===== src/rtl/video_mode_ctl.sv =====
// Debounced button to frame-synchronous colour/greyscale mode switch.
// Requests toggle a target mode; video_gen sees it only at frame start.
module video_mode_ctl #(
  parameter int DEBOUNCE_CYCLES = 500000,
  localparam int CNT_W = $clog2(DEBOUNCE_CYCLES + 1)
) (
  input  logic       clk_i,
  input  logic       rst_i,
  input  logic       btn_n_i,
  input  logic       frame_start_i,
  output logic       grey_en_o,
  output logic       pending_o,
  output logic [7:0] switch_cnt_o,
  output logic [3:0] led_o
);

  typedef enum logic [1:0] {
    IDLE,
    PRESS_DB,
    HELD,
    REL_DB
  } state_t;

  localparam logic [CNT_W-1:0] CNT_MAX = CNT_W'(DEBOUNCE_CYCLES - 1);
  localparam logic [CNT_W-1:0] CNT_ONE = CNT_W'(1);

  logic             sync1_q, sync2_q;
  state_t           state_q, state_d;
  logic [CNT_W-1:0] cnt_q, cnt_d;
  logic             target_q, target_d;
  logic             grey_q, grey_d;
  logic             pending_q, pending_d;
  logic [7:0]       sw_cnt_q, sw_cnt_d;
  logic             btn_s;
  logic             press_acc;

  assign btn_s = sync2_q;

  always_comb begin
    state_d   = state_q;
    cnt_d     = cnt_q;
    press_acc = 1'b0;
    unique case (state_q)
      IDLE: begin
        cnt_d = '0;
        if (!btn_s) state_d = PRESS_DB;
      end
      PRESS_DB: begin
        if (btn_s) begin
          state_d = IDLE;
          cnt_d   = '0;
        end else if (cnt_q == CNT_MAX) begin
          state_d   = HELD;
          cnt_d     = '0;
          press_acc = 1'b1;
        end else begin
          cnt_d = cnt_q + CNT_ONE;
        end
      end
      HELD: begin
        cnt_d = '0;
        if (btn_s) state_d = REL_DB;
      end
      REL_DB: begin
        if (!btn_s) begin
          state_d = HELD;
          cnt_d   = '0;
        end else if (cnt_q == CNT_MAX) begin
          state_d = IDLE;
          cnt_d   = '0;
        end else begin
          cnt_d = cnt_q + CNT_ONE;
        end
      end
      default: begin
        state_d = IDLE;
        cnt_d   = '0;
      end
    endcase
  end

  // Commit samples the pre-toggle target, so a coincident press stays pending.
  always_comb begin
    target_d  = target_q ^ press_acc;
    pending_d = target_q ^ grey_q;
    grey_d    = grey_q;
    sw_cnt_d  = sw_cnt_q;
    if (frame_start_i) begin
      grey_d = target_q;
      if (target_q != grey_q) sw_cnt_d = sw_cnt_q + 8'd1;
    end
  end

  always_ff @(posedge clk_i) begin
    if (rst_i) begin
      sync1_q   <= 1'b1;
      sync2_q   <= 1'b1;
      state_q   <= IDLE;
      cnt_q     <= '0;
      target_q  <= 1'b0;
      grey_q    <= 1'b0;
      pending_q <= 1'b0;
      sw_cnt_q  <= 8'd0;
    end else begin
      sync1_q   <= btn_n_i;
      sync2_q   <= sync1_q;
      state_q   <= state_d;
      cnt_q     <= cnt_d;
      target_q  <= target_d;
      grey_q    <= grey_d;
      pending_q <= pending_d;
      sw_cnt_q  <= sw_cnt_d;
    end
  end

  assign grey_en_o    = grey_q;
  assign pending_o    = pending_q;
  assign switch_cnt_o = sw_cnt_q;
  assign led_o        = {grey_q, pending_q, state_q == HELD, ~sync2_q};

endmodule


===== config.mk =====
export PLATFORM = sky130hd
export DESIGN_NAME = video_mode_ctl
export DESIGN_NICKNAME = d
export VERILOG_FILES = /design/src/rtl/video_mode_ctl.sv
export SDC_FILE = /design/constraint.sdc
export NUM_CORES = 1
export LEC_CHECK = 0
export BUFFER_PORTS_ARGS = -buffer_cell sky130_fd_sc_hd__clkbuf_2
export CAP_MARGIN = 20
export CORE_ASPECT_RATIO = 0.9
export CORE_MARGIN = 1
export CORE_UTILIZATION = 53
export CTS_BUF_LIST = sky130_fd_sc_hd__clkbuf_8
export DETAILED_ROUTE_END_ITERATION = 16
export PLACE_DENSITY_LB_ADDON = 0.1
export SLEW_MARGIN = 10
export SYNTH_ARGS = -nofsm -noshare
export SYNTH_HDL_FRONTEND = slang
export SYNTH_SLANG_ARGS = --single-unit

===== constraint.sdc =====
create_clock -name clk_i -period 1.85 [get_ports clk_i]
set_input_delay 0.2775 -clock clk_i [delete_from_list [all_inputs] [get_ports clk_i]]
set_output_delay 0.2775 -clock clk_i [all_outputs]
set_load 0.005 [all_outputs]

==> impl_metrics.toml <==
[run_status]
status = "complete, no violations"

[global_routing]
gr-total-overflow = 0
grt_pass1_wl_um = 4590
grt_max_degree = 20
antenna_found_initial = 0
grt_pass1_vias = 1055
grt_usage_pct = 20.5

[timing]
fin_ws_ns = 0.129
fin_setup_tns_ns = 0
finalHoldViolations = 0
finalCritPeriodShare_pct = 93.0
finClkSkew_ns = 0.00392
min_period_ns = 1.72
rsz0062_at_grt = "no"
final_max_slew_viol_count = 0
slew_headroom_pct = 72.8
setup_viol = 0
timing.fmax_mhz = 581
tightest_slew_ns = 0.402

[flow_run]
maxCapViolCount = 0

[power]
p_sw_w = 0.000256
power.leakage_nw = 0.650
pwr-share-clk_pct = 41.7
peakVddDrop_mv = 0.633
internal_power_w = 0.00103
comb_power_share_pct = 1.2
swShare_pct = 19.9
power_density_mw_per_mm2 = 741
seqPwrFrac_pct = 57.1

[cells_and_area]
nNetsFinal = 199
final_cell_mix = "dfxtp_1 (32), nor2_1 (24), clkbuf_2 (17), xor2_1 (13), nand3_1 (13)"
final_common_cell = "dfxtp_1"
drive_above_1_share_pct = 19.1
antenna_cells = 0
area_growth_pct = 16.1

[clock_network]
cts_tree = "done"
cts-buffers-inserted = 5
clk_latency_ns = 0.28
post_cts_buffers = 0
clockRootBuffer = "clkbuf_8"
path_clk_slew_ns = 0.06
cts.sinks = 34
clockBufferDepth = 2
htree_num_levels = 2

[routing]
route.vias.total = 1219
avgRoutedWirePerCell_um = 11.5
first_pass_iters = 4
drcViolationCount = 0
drt-total-wl_um = 2660
vias_per_cell = 5.25
first_iter_violations = 47
ant_nets = 0

[synth]
synth_top_flop_cell = "dfxtp_1"
synth_fp_nets = 178
synth_edf_count = 0
netlist_instances = 172
synthTopCellsByArea = "dfxtp_1 (45%), xor2_1 (7.6%), nor2_1 (6.0%), nand3_1 (4.3%), xnor2_1 (4.1%)"
synth_area_per_cell_um2 = 8.72
synth_compound_area_share_pct = 7.59
yosysTopAreaCell = "dfxtp_1"
async_reset_ff_share_pct = 0
synth-simple-area-share_pct = 29.1
yosysWarningCount = 0
yosys.area.top_type_share_pct = 45.4
synth-seq-cells = 34
synthAdderAreaFrac_pct = 1.67
muxShareOfSynthArea_pct = 0.667
syn_area_mm2 = 0.00150
synthXorXnorAreaFrac_pct = 11.7
seq_area_frac_synth_pct = 45.4
synth.distinct_cells = 31
synth_top_family_by_area = "simple AND/OR/NAND/NOR gates"

[critical_path]
crit_buf_inv = 0
cp_slowest_cell = "or4_1"
required_ns = 2.06
path_delay_family = "simple AND/OR/NAND/NOR gates"
crit_arrival_ns = 1.93
cp_max_fo = 8
cp-end-kind = "flip-flop"
crit_chain = "nand4_2 > or3_4 > or4_1 > a21oi_1"
critPathMaxStageDelay_ns = 0.47
startpoint_type = "flip-flop"
crit_type = "flip-flop to flip-flop"

[worst_hold_path]
hold_path.class = "primary input to flip-flop"

[floorplanning]
chipHeight_um = 52.5
rows = 17
die_x_um = 58.1
coreArea_mm2 = 0.00257
num_io_pins = 18
die_area_mm2 = 0.00305
initial_core_util_pct = 58.3

[placed_design]
place_ws_ns = 0.0441
dp_hpwl_um = 1990
portBuffers = 17
place_congestion = 0.770
[per-stage QoR]
stage	hold WS [ns]	cell area (µm²)	util (%)	total power, W	instances
final	0.185	1740	67.7	0.00129	232
after global routing	0.189	1740	67.7	0.00134	232
after CTS	0.181	1730	67.4	0.00130	232
after detailed placement	0.397	1640	63.8	0.000769	224
after global placement	0.403	1640	63.8	0.000769	224
after floorplan	0.349	1500	-	0.000762	172
[power by group through the flow]
stage	sequential (W)	combinational, W	clock [W]
after floorplan	0.000753	0.00000952	0
after global placement	0.000753	0.0000155	0
after detailed placement	0.000753	0.0000156	0
after CTS	0.000737	0.0000157	0.000552
after global routing	0.000736	0.0000176	0.000584
final	0.000737	0.0000157	0.000538
[synthesized netlist by cell type (2+ instances only)]
master and number:
a21oi_1 9, and2_1 2, and3_1 5, buf_2 2, buf_4 2, clkbuf_1 4
dfxtp_1 34, ha_1 2, inv_1 5, nand2_1 8, nand3_1 13, nand4_1 7
nor2_1 24, nor2b_1 2, nor3_1 3, nor4_1 3, nor4b_1 2, o21ai_0 5
o31ai_1 2, or2_2 3, or3_1 6, or4_1 2, xnor2_1 7, xor2_1 13
[registers in the layout (all words and copies together), names as in the netlist, named ones only]
register / count
btn_s: 1
switch_cnt_o: 8
pending_o: 1
state_q: 1
cnt_q: 19
grey_en_o: 1
target_q: 1
sync1_q: 1
[area by class of cell]
type / instances / area [µm²]
Fill cell: 237 / 832
Multi-Input combinational cell: 125 / 766
Sequential cell: 34 / 683
Timing Repair Buffer: 22 / 135
Clock buffer: 6 / 82.6
Tap cell: 38 / 47.5
Inverter: 5 / 18.8
Clock inverter: 2 / 8.76
[routing by layer]
layer	wire length (µm)	global-route usage (%)
met5	0	0
met4	27	11.1
met3	149	5.19
met2	1100	28.5
met1	1380	28.8
[final timing paths]
path            start  cells past startpoint  slack (ns)        end
max          cnt_q[9]                      4        0.13  cnt_q[17]
min           btn_n_i                      2        0.18    sync1_q
max reg2reg  cnt_q[9]                      4        0.13  cnt_q[17]
min reg2reg   sync1_q                      1        0.41      btn_s
[kinds of logic after synthesis]
| kind of cell | count (synthesis) |
|---|---|
| fa+ha+maj | 2 |
| flops | 34 |
| compound gates | 19 |
| simple gates | 83 |
| xor+xnor | 20 |
| mux | 1 |
| buf+inv | 13 |
[timing repair]
item / CTS / global route
endpoints found under the setup margin: 0 / 2
resized for setup: 0 / 3
hold buffers: 0 / 0
No activity file was read; power rests on OpenSTA's default activity.
